$ cat src/rtl/imem_loader.sv
// imem_loader
//   Program loader for the instruction memory. A byte stream arriving over a
//   valid/ready handshake is packed little-endian into 32-bit words, and one
//   write is issued per word. The CPU core is held in reset while a load is
//   in progress.
//
//   Optional feature macro: LOADER_CSUM_EN
//     When defined, a 4-byte little-endian trailer follows the last data word.
//     The trailer is compared against the 32-bit modulo sum of all written
//     words, and csum_err_o reports a mismatch. When undefined, there is no
//     trailer and csum_err_o is tied low.
//
//   Parameters
//     ADDR_WIDTH  word-address width; a load is at most 2^ADDR_WIDTH words
//     BASE_ADDR   byte address of the first loaded word
//
//   Ports
//     clk, rst       clock; synchronous active-high reset
//     start_i        begin a load (sampled only while idle)
//     len_i          number of words to load, latched on an accepted start
//     byte_i         stream byte
//     byte_valid_i   byte_i valid
//     byte_ready_o   loader accepts a byte this cycle
//     we_o           instruction-memory write enable, one cycle per word
//     waddr_o        word-aligned byte address of the write
//     wdata_o        write data
//     cpu_rst_o      CPU core reset (high during rst and while loading)
//     busy_o         load in progress
//     done_o         one-cycle pulse at load completion
//     csum_err_o     sticky checksum mismatch, cleared by the next start
module imem_loader #(
  parameter int unsigned ADDR_WIDTH = 10,
  parameter logic [31:0] BASE_ADDR  = 32'h0000_0000
) (
  input  logic                clk,
  input  logic                rst,
  input  logic                start_i,
  input  logic [ADDR_WIDTH:0] len_i,
  input  logic [7:0]          byte_i,
  input  logic                byte_valid_i,
  output logic                byte_ready_o,
  output logic                we_o,
  output logic [31:0]         waddr_o,
  output logic [31:0]         wdata_o,
  output logic                cpu_rst_o,
  output logic                busy_o,
  output logic                done_o,
  output logic                csum_err_o
);

  localparam logic [1:0] S_IDLE  = 2'd0;
  localparam logic [1:0] S_RECV  = 2'd1;
  localparam logic [1:0] S_WRITE = 2'd2;
`ifdef LOADER_CSUM_EN
  localparam logic [1:0] S_CHECK = 2'd3;
`endif

  localparam logic [ADDR_WIDTH:0] CNT_ONE = {{ADDR_WIDTH{1'b0}}, 1'b1};

  logic [1:0]          state;
  logic [1:0]          state_nxt;
  logic [ADDR_WIDTH:0] len_q;
  logic [ADDR_WIDTH:0] word_cnt;
  logic [1:0]          byte_cnt;
  logic [31:0]         word_buf;
  logic [31:0]         asm_word;
  logic                accept;
  logic                last_byte;
  logic                last_word;
  // High while the four bytes being received are the checksum trailer.
  logic                in_trailer;
`ifdef LOADER_CSUM_EN
  logic [31:0]         sum_q;
`endif

  assign byte_ready_o = (state == S_RECV);
  assign busy_o       = (state != S_IDLE);
  assign accept       = byte_ready_o & byte_valid_i;
  assign last_byte    = accept & (byte_cnt == 2'd3);
  assign last_word    = ((word_cnt + CNT_ONE) == len_q);

  // The word as it looks once the byte on the bus is merged in; used so the
  // 4th byte can go straight into wdata_o without an extra cycle.
  always_comb begin
    asm_word = word_buf;
    asm_word[{byte_cnt, 3'b000} +: 8] = byte_i;
  end

  always_comb begin
    state_nxt = state;
    case (state)
      S_IDLE: begin
        if (start_i && (len_i != '0)) state_nxt = S_RECV;
      end
      S_RECV: begin
        if (last_byte) begin
`ifdef LOADER_CSUM_EN
          state_nxt = in_trailer ? S_CHECK : S_WRITE;
`else
          state_nxt = S_WRITE;
`endif
        end
      end
      S_WRITE: begin
`ifdef LOADER_CSUM_EN
        // After the last data word the trailer is received in RECV.
        state_nxt = S_RECV;
`else
        state_nxt = last_word ? S_IDLE : S_RECV;
`endif
      end
      default: state_nxt = S_IDLE;
    endcase
  end

  // Control and registered outputs
  always_ff @(posedge clk) begin
    if (rst) begin
      state      <= S_IDLE;
      len_q      <= '0;
      word_cnt   <= '0;
      byte_cnt   <= '0;
      we_o       <= 1'b0;
      waddr_o    <= '0;
      wdata_o    <= '0;
      cpu_rst_o  <= 1'b1;
      done_o     <= 1'b0;
`ifdef LOADER_CSUM_EN
      in_trailer <= 1'b0;
      csum_err_o <= 1'b0;
`endif
    end else begin
      state     <= state_nxt;
      cpu_rst_o <= (state_nxt != S_IDLE);
      we_o      <= 1'b0;
      done_o    <= 1'b0;
      case (state)
        S_IDLE: begin
          if (start_i) begin
            len_q    <= len_i;
            word_cnt <= '0;
            byte_cnt <= '0;
            if (len_i == '0) done_o <= 1'b1;
`ifdef LOADER_CSUM_EN
            in_trailer <= 1'b0;
            csum_err_o <= 1'b0;
`endif
          end
        end
        S_RECV: begin
          if (accept) begin
            byte_cnt <= byte_cnt + 2'd1;
            if (last_byte && !in_trailer) begin
              we_o    <= 1'b1;
              waddr_o <= BASE_ADDR + (32'(word_cnt) << 2);
              wdata_o <= asm_word;
            end
          end
        end
        S_WRITE: begin
          word_cnt <= word_cnt + CNT_ONE;
          byte_cnt <= '0;
          if (last_word) begin
`ifdef LOADER_CSUM_EN
            in_trailer <= 1'b1;
`else
            done_o <= 1'b1;
`endif
          end
        end
`ifdef LOADER_CSUM_EN
        S_CHECK: begin
          csum_err_o <= (word_buf != sum_q);
          in_trailer <= 1'b0;
          done_o     <= 1'b1;
        end
`endif
        default: ;
      endcase
    end
  end

  // Datapath: byte packing and running sum, cleared by an accepted start
  always_ff @(posedge clk) begin
    if (accept) word_buf[{byte_cnt, 3'b000} +: 8] <= byte_i;
`ifdef LOADER_CSUM_EN
    if ((state == S_IDLE) && start_i) sum_q <= '0;
    else if (state == S_WRITE)        sum_q <= sum_q + wdata_o;
`endif
  end

`ifndef LOADER_CSUM_EN
  assign in_trailer = 1'b0;
  assign csum_err_o = 1'b0;
`endif

endmodule

$ cat config.mk
export PLATFORM = sky130hd
export DESIGN_NAME = imem_loader
export DESIGN_NICKNAME = d
export VERILOG_FILES = /design/src/rtl/imem_loader.sv
export SDC_FILE = /design/constraint.sdc
export NUM_CORES = 1
export LEC_CHECK = 0
export BUFFER_PORTS_ARGS = -buffer_cell sky130_fd_sc_hd__buf_4
export CAP_MARGIN = 20
export CORE_MARGIN = 3
export CORE_UTILIZATION = 31
export CTS_CLUSTER_SIZE = 30
export DETAILED_ROUTE_END_ITERATION = 8
export PLACE_DENSITY = 0.6
export RECOVER_POWER = 100
export REMOVE_ABC_BUFFERS = 1
export SLEW_MARGIN = 20
export SYNTH_ARGS = -nofsm -noshare
export SYNTH_HDL_FRONTEND = slang
export SYNTH_SLANG_ARGS = --single-unit
$ cat constraint.sdc
create_clock -name clk -period 2.8 [get_ports clk]
set_input_delay 0.28 -clock clk [delete_from_list [all_inputs] [get_ports clk]]
set_output_delay 0.28 -clock clk [all_outputs]
set_load 0.02 [all_outputs]
==> metrics list, run 1 <==
- The worst register-to-register path ends at wdata_o[17]$_SDFFE_PP0P_.
* Crit path time final: 2.223 ns
* Hold Path Cell Cnt: 3
* GR Util met2: between 20% and 30%
- No sink is reached through more buffers than the 2 on the longest clock path.
* Yosys warnings: 0
- Cell with the biggest individual delay on the critical path: sky130_fd_sc_hd__dfxtp_1
* GR Layer Usage met1: between 15 and 20%
- Power Total: between 3 and 4 mW
- Number of flops mapped to enable cells by yosys: 24
- Worst min-delay path startpoint: len_i[2]
* Total setup buffers inserted after CTS: 0
- Post-CTS Resized: 0
* Number of clock sinks: 96
* Max incr delay on CP: ~0.5 ns
- Utilization of the core after routing: 36.48%
- At the worst endpoint, the required time is 3.07 ns.
- Area of the die: about 0.016 mm^2
- In the final routed layout, each cell accounts on average for 13.23 um.
- Hold/Removal Path Class: primary input to flop
- Sequential area share after synthesis: 48.47%
* Area growth from synthesis to layout: 14.42%
- Root Buffer: sky130_fd_sc_hd__clkbuf_16
* Average size of a mapped cell: 8.337 um^2
- For this run, design rule violations remaining after detail routing come to 0.
- In this run the number of H-tree levels came out at 3.
- Pin placement for this block handled 93 I/O pins.
- Unrepaired setup endpoints after global routing: no
- In this run the register-to-register setup slack is about 0.58 ns.
- Count of inserted antenna diode cells: 0
- Startpoint type of the worst setup path: flop
* Via count normalized by instance count: 4.664
* Final Hold Vio Count: 0
- For the pin with the worst max-slew slack, the measured transition is roughly 0.96 ns.
- Min-Delay Endpoint: len_q[2]$_SDFFE_PP0P_
* Largest net degree at the start of global routing: 73
- Port buffering added 70 buffers.
- Summing all placed instances gives a cell area of 0.004991 mm^2.
- GR met3 Demand/Resource: roughly 3.7%
- The flow ran to the end, and the final reports show no timing, DRC or antenna violations.
* Top library cells by usage in the layout, fill and taps aside: 139 x sky130_fd_sc_hd__nand2_1, 72 x sky130_fd_sc_hd__dfxtp_1, 62 x sky130_fd_sc_hd__a21oi_1
- The post-route netlist has 7.810% of its cells at a drive strength greater than 1.
- Highest Clock Rate: 0.4498 GHz
- The critical path is of the flop to flop type.
- Measured in cells, the most critical reg-to-reg path has a length of 8.
- At the end of routability-driven placement, the weighted congestion stood at 0.7645.
- Max-capacitance violation count: 0
- Most common library cell in the layout ignoring fill and taps: sky130_fd_sc_hd__nand2_1
* Horiz. Die Dim: about 130 um
- Synthesis produced a netlist whose cell count is 535.
- Instance count after placement with tap cells included: 753
* Leakage power of the design: ~1.9 nW
- At the worst endpoint, the arrival time is 2.49 ns.
- The via count of the first global-routing pass is 3409.
- Flops & latches, synth: 96
- Counting flops with an async set or reset pin after synthesis yields a share of 0%.
* Dominant register cell in the synthesized netlist: sky130_fd_sc_hd__dfxtp_1
* Core region area: between 0.01 and 0.015 mm^2
- Clk pin slew, worst setup/hold paths: 0.07 ns
* Critical-path maximum fanout: 9
- The initialized floorplan defines 43 standard-cell rows.
* Max Transition Viols Final: 0
- Worst VDD drop: about 310 uV
- In the finished design, the share of the clock period the worst path needs comes to 79.40%.
- The pre-antenna-repair detailed-routing pass consisted of 4 iterations.
* Setup TNS Final: 0 ns
- The number of antenna violations at the first check in global routing came to 0.
- Total global-route track usage: approximately an eighth
* Non-filler instance count after layout: a little under 800
- First DRT Iteration DRCs: 310
* Kind of end point of the critical path: flop
- Gr ovfl total: 0
- TritonCTS clock tree: built
- Number of endpoints failing setup at the final stage: 0
- Count of cell types in the netlist: 53
* Startpoint of the lowest-slack register-to-register path: byte_cnt[0]$_SDFFE_PP0P_
- Dividing total power by cell area gives a power density of roughly 600 mW/mm^2.
* Wire length of the first global-routing pass: ~17000 um
- For this configuration, the core starts out at a cell density of 31.89%.
* Cells traversed along the worst timing path: inv_1 > ha_1 > nor4bb_1 > clkbuf_1 > nand2_1 > o21ai_0 > nand2_1 > a21oi_1
- The count of nets left with antenna violations once routing finished came out at 0.
- Across all layers, the routed design uses 3587 vias.
- Busiest layer in global routing: met2
- From bottom edge to top edge, the die measures roughly 130 um.
- Fillers: 1527
* Worst Skew: between 0.006 and 0.007 ns
- After synthesis the cells add up to between 0.004 and 0.005 mm^2.
* Final net count: 613
* Insertion delay to the later sink of the worst-skew pair: about 0.34 ns
* # hold bufs at CTS: 0
* Sum of net half-perimeters after detailed placement: 7142 um
- Once layout is done, the placed cells without fillers occupy 0.005104 mm^2.
* Max_slew headroom: between 30% and 40%
- Aggregate routed wire length: about 10000 um
- In this run, CTS created clock tree buffers numbering 9.
- In this design, the critical path's most frequently occurring cell is sky130_fd_sc_hd__nand2_1.
-- report_power, final --
part	switching [mW]	internal [mW]
sequential	0.0147	1.45
combinational	0.141	0.0620
clock	0.522	0.816
-- cells by family (layout without fill, tap and decap cells) --
group / after synthesis / after routing / synth area share (%)
other cells: 1 / 22 / 0.08407
xor+xnor: 12 / 12 / 2.525
simple gates: 214 / 214 / 21.80
compound gates: 113 / 113 / 14.00
buf+inv: 88 / 121 / 10.29
fa+ha+maj: 6 / 6 / 1.683
mux: 5 / 5 / 1.150
flops: 96 / 96 / 48.47
-- Yosys cell counts, types with 2 or more instances --
library cell | count | area share (%)
sky130_fd_sc_hd__xor2_1 | 6 | 1.2
sky130_fd_sc_hd__clkbuf_1 | 20 | 1.7
sky130_fd_sc_hd__nor2b_1 | 4 | 0.56
sky130_fd_sc_hd__buf_2 | 10 | 1.1
sky130_fd_sc_hd__and2_1 | 3 | 0.42
sky130_fd_sc_hd__dfxtp_1 | 72 | 32
sky130_fd_sc_hd__a31oi_1 | 2 | 0.28
sky130_fd_sc_hd__nor3_1 | 5 | 0.56
sky130_fd_sc_hd__inv_1 | 27 | 2.3
sky130_fd_sc_hd__edfxtp_1 | 24 | 16
sky130_fd_sc_hd__a21o_1 | 4 | 0.67
sky130_fd_sc_hd__buf_4 | 27 | 4.5
sky130_fd_sc_hd__mux2i_1 | 4 | 0.90
sky130_fd_sc_hd__buf_6 | 2 | 0.50
sky130_fd_sc_hd__a22oi_1 | 8 | 1.3
sky130_fd_sc_hd__nand3_1 | 16 | 1.8
sky130_fd_sc_hd__nor4_1 | 2 | 0.28
sky130_fd_sc_hd__a21boi_0 | 2 | 0.34
sky130_fd_sc_hd__nor4bb_1 | 2 | 0.45
sky130_fd_sc_hd__a21oi_1 | 62 | 7.0
sky130_fd_sc_hd__nor2_1 | 26 | 2.2
sky130_fd_sc_hd__nand2_1 | 138 | 12
sky130_fd_sc_hd__o21ai_0 | 13 | 1.5
sky130_fd_sc_hd__xnor2_1 | 5 | 0.98
sky130_fd_sc_hd__o21ai_1 | 15 | 1.7
sky130_fd_sc_hd__or3_1 | 2 | 0.28
sky130_fd_sc_hd__ha_1 | 6 | 1.7
sky130_fd_sc_hd__and4_4 | 2 | 0.50
sky130_fd_sc_hd__nand4b_1 | 2 | 0.39
-- how the worst max path moves through the flow --
stage	startpoint	end	slack, ns	cells after the start
finish	byte_cnt[0]$_SDFFE_PP0P_	wdata_o[17]$_SDFFE_PP0P_	0.58	8
global route	byte_cnt[0]$_SDFFE_PP0P_	wdata_o[21]$_SDFFE_PP0P_	0.27	8
CTS	word_cnt[0]$_SDFFE_PP0P_	state[0]$_SDFF_PP0_	0.75	7
detailed placement	word_cnt[0]$_SDFFE_PP0P_	state[0]$_SDFF_PP0_	0.77	7
global placement	word_cnt[0]$_SDFFE_PP0P_	state[0]$_SDFF_PP0_	0.80	7
floorplan	state[0]$_SDFF_PP0_	wdata_o[24]$_SDFFE_PP0P_	-0.35	5
-- through the flow --
step,hold WS [ns],worst slack [ns]
after floorplan,0.3491,-0.3521
after global placement,0.4442,0.7989
after detailed placement,0.4483,0.7696
after CTS,0.1869,0.7471
after global routing,0.1949,0.2689
final,0.1991,0.5768
-- per-layer routing --
metal	share of wire [%]	vias to the layer above
met5	0	-
met4	0.69	0
met3	5.7	6
met2	48	91
met1	46	1667
li1	-	1823
-- worst max-delay path, delay by kind of cell (launching register included) --
kind | cells | cell delay (ns)
AOI/OAI and AO/OA | 2 | 0.27
adders and majority gates | 1 | 0.44
buffers and inverters | 2 | 0.49
DFF | 1 | 0.50
and+or+nand+nor | 3 | 0.45
-- sequential cells by signal, summed over array words and instances, names as in the netlist --
register   count
wdata_o       32
word_buf      24
len_q         11
waddr_o       11
word_cnt      11
byte_cnt       2
state          2
cpu_rst_o      1
done_o         1
we_o           1
-- cell type report --
type | count | area [um^2] | area share (%)
Sequential cell | 96 | 2162 | 42.36
Tap cell | 180 | 225.2 | 4.413
Multi-Input combinational cell | 372 | 1896 | 37.14
Clock inverter | 5 | 88.84 | 1.741
Clock buffer | 11 | 242.7 | 4.756
Timing Repair Buffer | 77 | 384.1 | 7.526
Inverter | 28 | 105.1 | 2.059
(Power assumes the default switching activity.)
==> inputs of run 2 (changes only) <==
- clock period: 2.8 -> 2.2 ns (I/O delays scaled with it)
==> metrics list, run 2 (synthesized netlist as in run 1, its figures left out) <==
- Instance count after placement with tap cells included: 755
- RR Endpoint: wdata_o[4]$_SDFFE_PP0P_
* Sum of net half-perimeters after detailed placement: 7326 um
- Final net count: 615
- Relative to the synthesized area, the layout overhead comes to 14.45%.
- Pwr dens: just over 700 mW/mm^2
- TritonCTS created 9 clock buffers.
* Cell depth of the worst setup path: 8
- The number of endpoints with negative hold slack in the final report came to 0.
- Worst VDD drop: roughly 340 uV
- The worst setup path is captured at a flop.
* H-tree depth reported by CTS: 3
- Max Transition Viols Final: 0
* Root Buffer: sky130_fd_sc_hd__clkbuf_16
- Busiest layer in global routing: met2
- GR met3 Demand/Resource: 3.520%
* Effective utilization at floorplan: 31.89%
* Leakage power of the design: a little under 2 nW
- The first detailed-routing pass took 4 iterations.
- Number of endpoints failing setup at the final stage: 0
* Critical path buffer and inverter count: 2
* Setup TNS Final: 0 ns
- The tool flagged a number of max-cap violations equal to 0.
* Max_slew headroom: 48.09%
- Startpoint of the lowest-slack register-to-register path: byte_cnt[0]$_SDFFE_PP0P_
* Largest net degree at the start of global routing: 73
* Most prevalent standard cell on the critical path: sky130_fd_sc_hd__nand2_1
- At the worst endpoint, the arrival time is 2.29 ns.
- Register with the highest flop count: wdata_o
* Storage cell area: 0.002162 mm^2
- Core region area: 0.01399 mm^2
- The top cell types in the final layout, fill and taps aside, are 138 x sky130_fd_sc_hd__nand2_1, 72 x sky130_fd_sc_hd__dfxtp_1, 62 x sky130_fd_sc_hd__a21oi_1.
- The routed design has 10400 um of wire.
- Routed len/inst: 13.49 um
- The flow ran to the end, and the final reports show no timing, DRC or antenna violations.
- Clock-pin slew was measured on the worst setup and hold paths at 0.07 ns.
* Highest Clock Rate: slightly below 0.5 GHz
- Startpoint type of the worst setup path: flop
- The layout has 1472 filler cells.
- Counting along the longest clock path gives a buffer depth of 2.
- In the final layout, the registers with the most flip-flops are wdata_o (32), word_buf (24).
- Insertion delay to the later sink of the worst-skew pair: 0.34 ns
- On the worst path, the slowest cell contributes a delay of around 0.5 ns.
- Power Total: 3.689 mW
- Antenna violations before repair: 0
* Total setup buffers inserted after CTS: 0
- Crit path time final: 2.027 ns
* Die height: 126.0 um
- After the first detailed-routing iteration, the DRC count stood at 238.
* Non-filler instance count after layout: slightly below 800
- Via count normalized by instance count: 4.658
* Crit path kind: flop to flop
- Wire length of the first global-routing pass: approximately 17000 um
- Number of global-route vias before repair: around 3500
- Number of clock sinks: 96
- The number of cells on the worst reg-to-reg path is 8.
- GR Layer Usage met1: 16.06%
- Number of nets with antenna violations after routing: 0
- Count of inserted antenna diode cells: 0
- At the worst endpoint, the required time is 2.47 ns.
- In this run the worst setup path terminates at wdata_o[4]$_SDFFE_PP0P_.
* Worst Skew: 0.004097 ns
- Cell row count: between 40 and 50
* Hold/Removal Path Class: primary input to flop
* Period utilization: 92.13%
- At the pin with the least slew margin, the transition time is 0.7787 ns.
- Of the cells placed in the final design, the portion with a size suffix greater than 1 is under 10%.
- Cells fill 36.49% of the core in the end.
* Critical-path maximum fanout: 9
- The die covers 0.01586 mm^2.
- Summing all multi-input logic gate instances after layout gives between 0.0015 and 0.002 mm^2.
* Gp weighted congestion: 0.7816
- Walking the worst path, the cells encountered are inv_2 > ha_1 > nor4bb_1 > buf_4 > nand2_1 > o21ai_0 > nand2_1 > a21oi_1.
- Global routing consumed, on the met2 layer, 22.69% of the routing resources.
* Number of I/O port buffers: 70
- TritonCTS clock tree: built
- Most common library cell in the layout ignoring fill and taps: sky130_fd_sc_hd__nand2_1
- 93 I/O pins were placed.
- In this run the worst setup path begins at byte_cnt[0]$_SDFFE_PP0P_.
- The die is 126.0 um wide.
* Total global-route track usage: 13.11%
* Cell with the biggest individual delay on the critical path: sky130_fd_sc_hd__dfxtp_1
* Max reg flops: 32
* Cell family contributing the most delay on the critical path: flip-flops
- The final route contains approximately 3600 vias.
- # hold bufs at CTS: 0
* Gr ovfl total: 0
- For this run, design rule violations remaining after detail routing come to 0.
- The setup check on the worst reg-to-reg path leaves a slack of roughly 0.17 ns.
- Unrepaired setup endpoints after global routing: no
run 2: changes by cell type in the layout (fill, tap and decap cells not counted), moves of 2 or more:
cell / delta
sky130_fd_sc_hd__o21ai_1: +3
sky130_fd_sc_hd__o21ai_0: -3
sky130_fd_sc_hd__clkinv_2: +2
sky130_fd_sc_hd__inv_6: +3
sky130_fd_sc_hd__clkinv_4: -2
run 2: report_power, final:
part / switching (mW) / total [mW] / internal (mW)
Sequential: 0.0186 / 1.87 / 1.85
Clock: 0.670 / 1.56 / 0.890
Combinational: 0.181 / 0.263 / 0.0817
Total: 0.869 / 3.69 / 2.82
run 2: tightest hold or removal path, cell delays in order:
cell and delay, ns:
sky130_fd_sc_hd__buf_4 0.11, sky130_fd_sc_hd__nand2_1 0.05, sky130_fd_sc_hd__a21oi_1 0.05
run 2: final cells by class:
class	count	area share, %
clock inverter	6	1.299
clock buffer	10	4.485
multi-input combinational	372	37.55
tap	180	4.412
timing repair buffer	79	7.843
sequential	96	42.35
inverter	28	2.059
run 2: routing by layer:
layer	part of all wire [%]	routed length, um	vias to the layer above
met2	51	5300	87
li1	-	-	1838
met5	0	0	-
met3	4.7	490	6
met4	0.49	51	0
met1	44	4558	1660
run 2: what timing repair did:
item	4_1_cts	5_1_grt
setup endpoints to repair	0	1
resized for setup	0	1
hold endpoints to repair	0	0
run 2: worst min path at each step:
stage | startpoint | end | slack [ns] | cells past startpoint
4_1_cts | len_i[4] | len_q[4]$_SDFFE_PP0P_ | 0.12 | 3
2_1_floorplan | rst | len_q[0]$_SDFFE_PP0P_ | 0.29 | 1
3_3_place_gp | wdata_o[26]$_SDFFE_PP0P_ | wdata_o[26]$_SDFFE_PP0P_ | 0.44 | 2
3_5_place_dp | wdata_o[15]$_SDFFE_PP0P_ | wdata_o[15]$_SDFFE_PP0P_ | 0.45 | 2
5_1_grt | len_i[9] | len_q[9]$_SDFFE_PP0P_ | 0.13 | 3
6_report | len_i[5] | len_q[5]$_SDFFE_PP0P_ | 0.14 | 3
run 2: stage by stage:
step | hold WS, ns | area, um^2 | setup WS [ns]
after detailed placement | 0.4483 | 5019 | 0.1775
after floorplan | 0.2891 | 4185 | -0.9521
after global placement | 0.4445 | 5019 | 0.2766
after CTS | 0.1201 | 5314 | 0.1746
final | 0.1354 | 5105 | 0.1732
after global routing | 0.1321 | 5105 | 0.02150
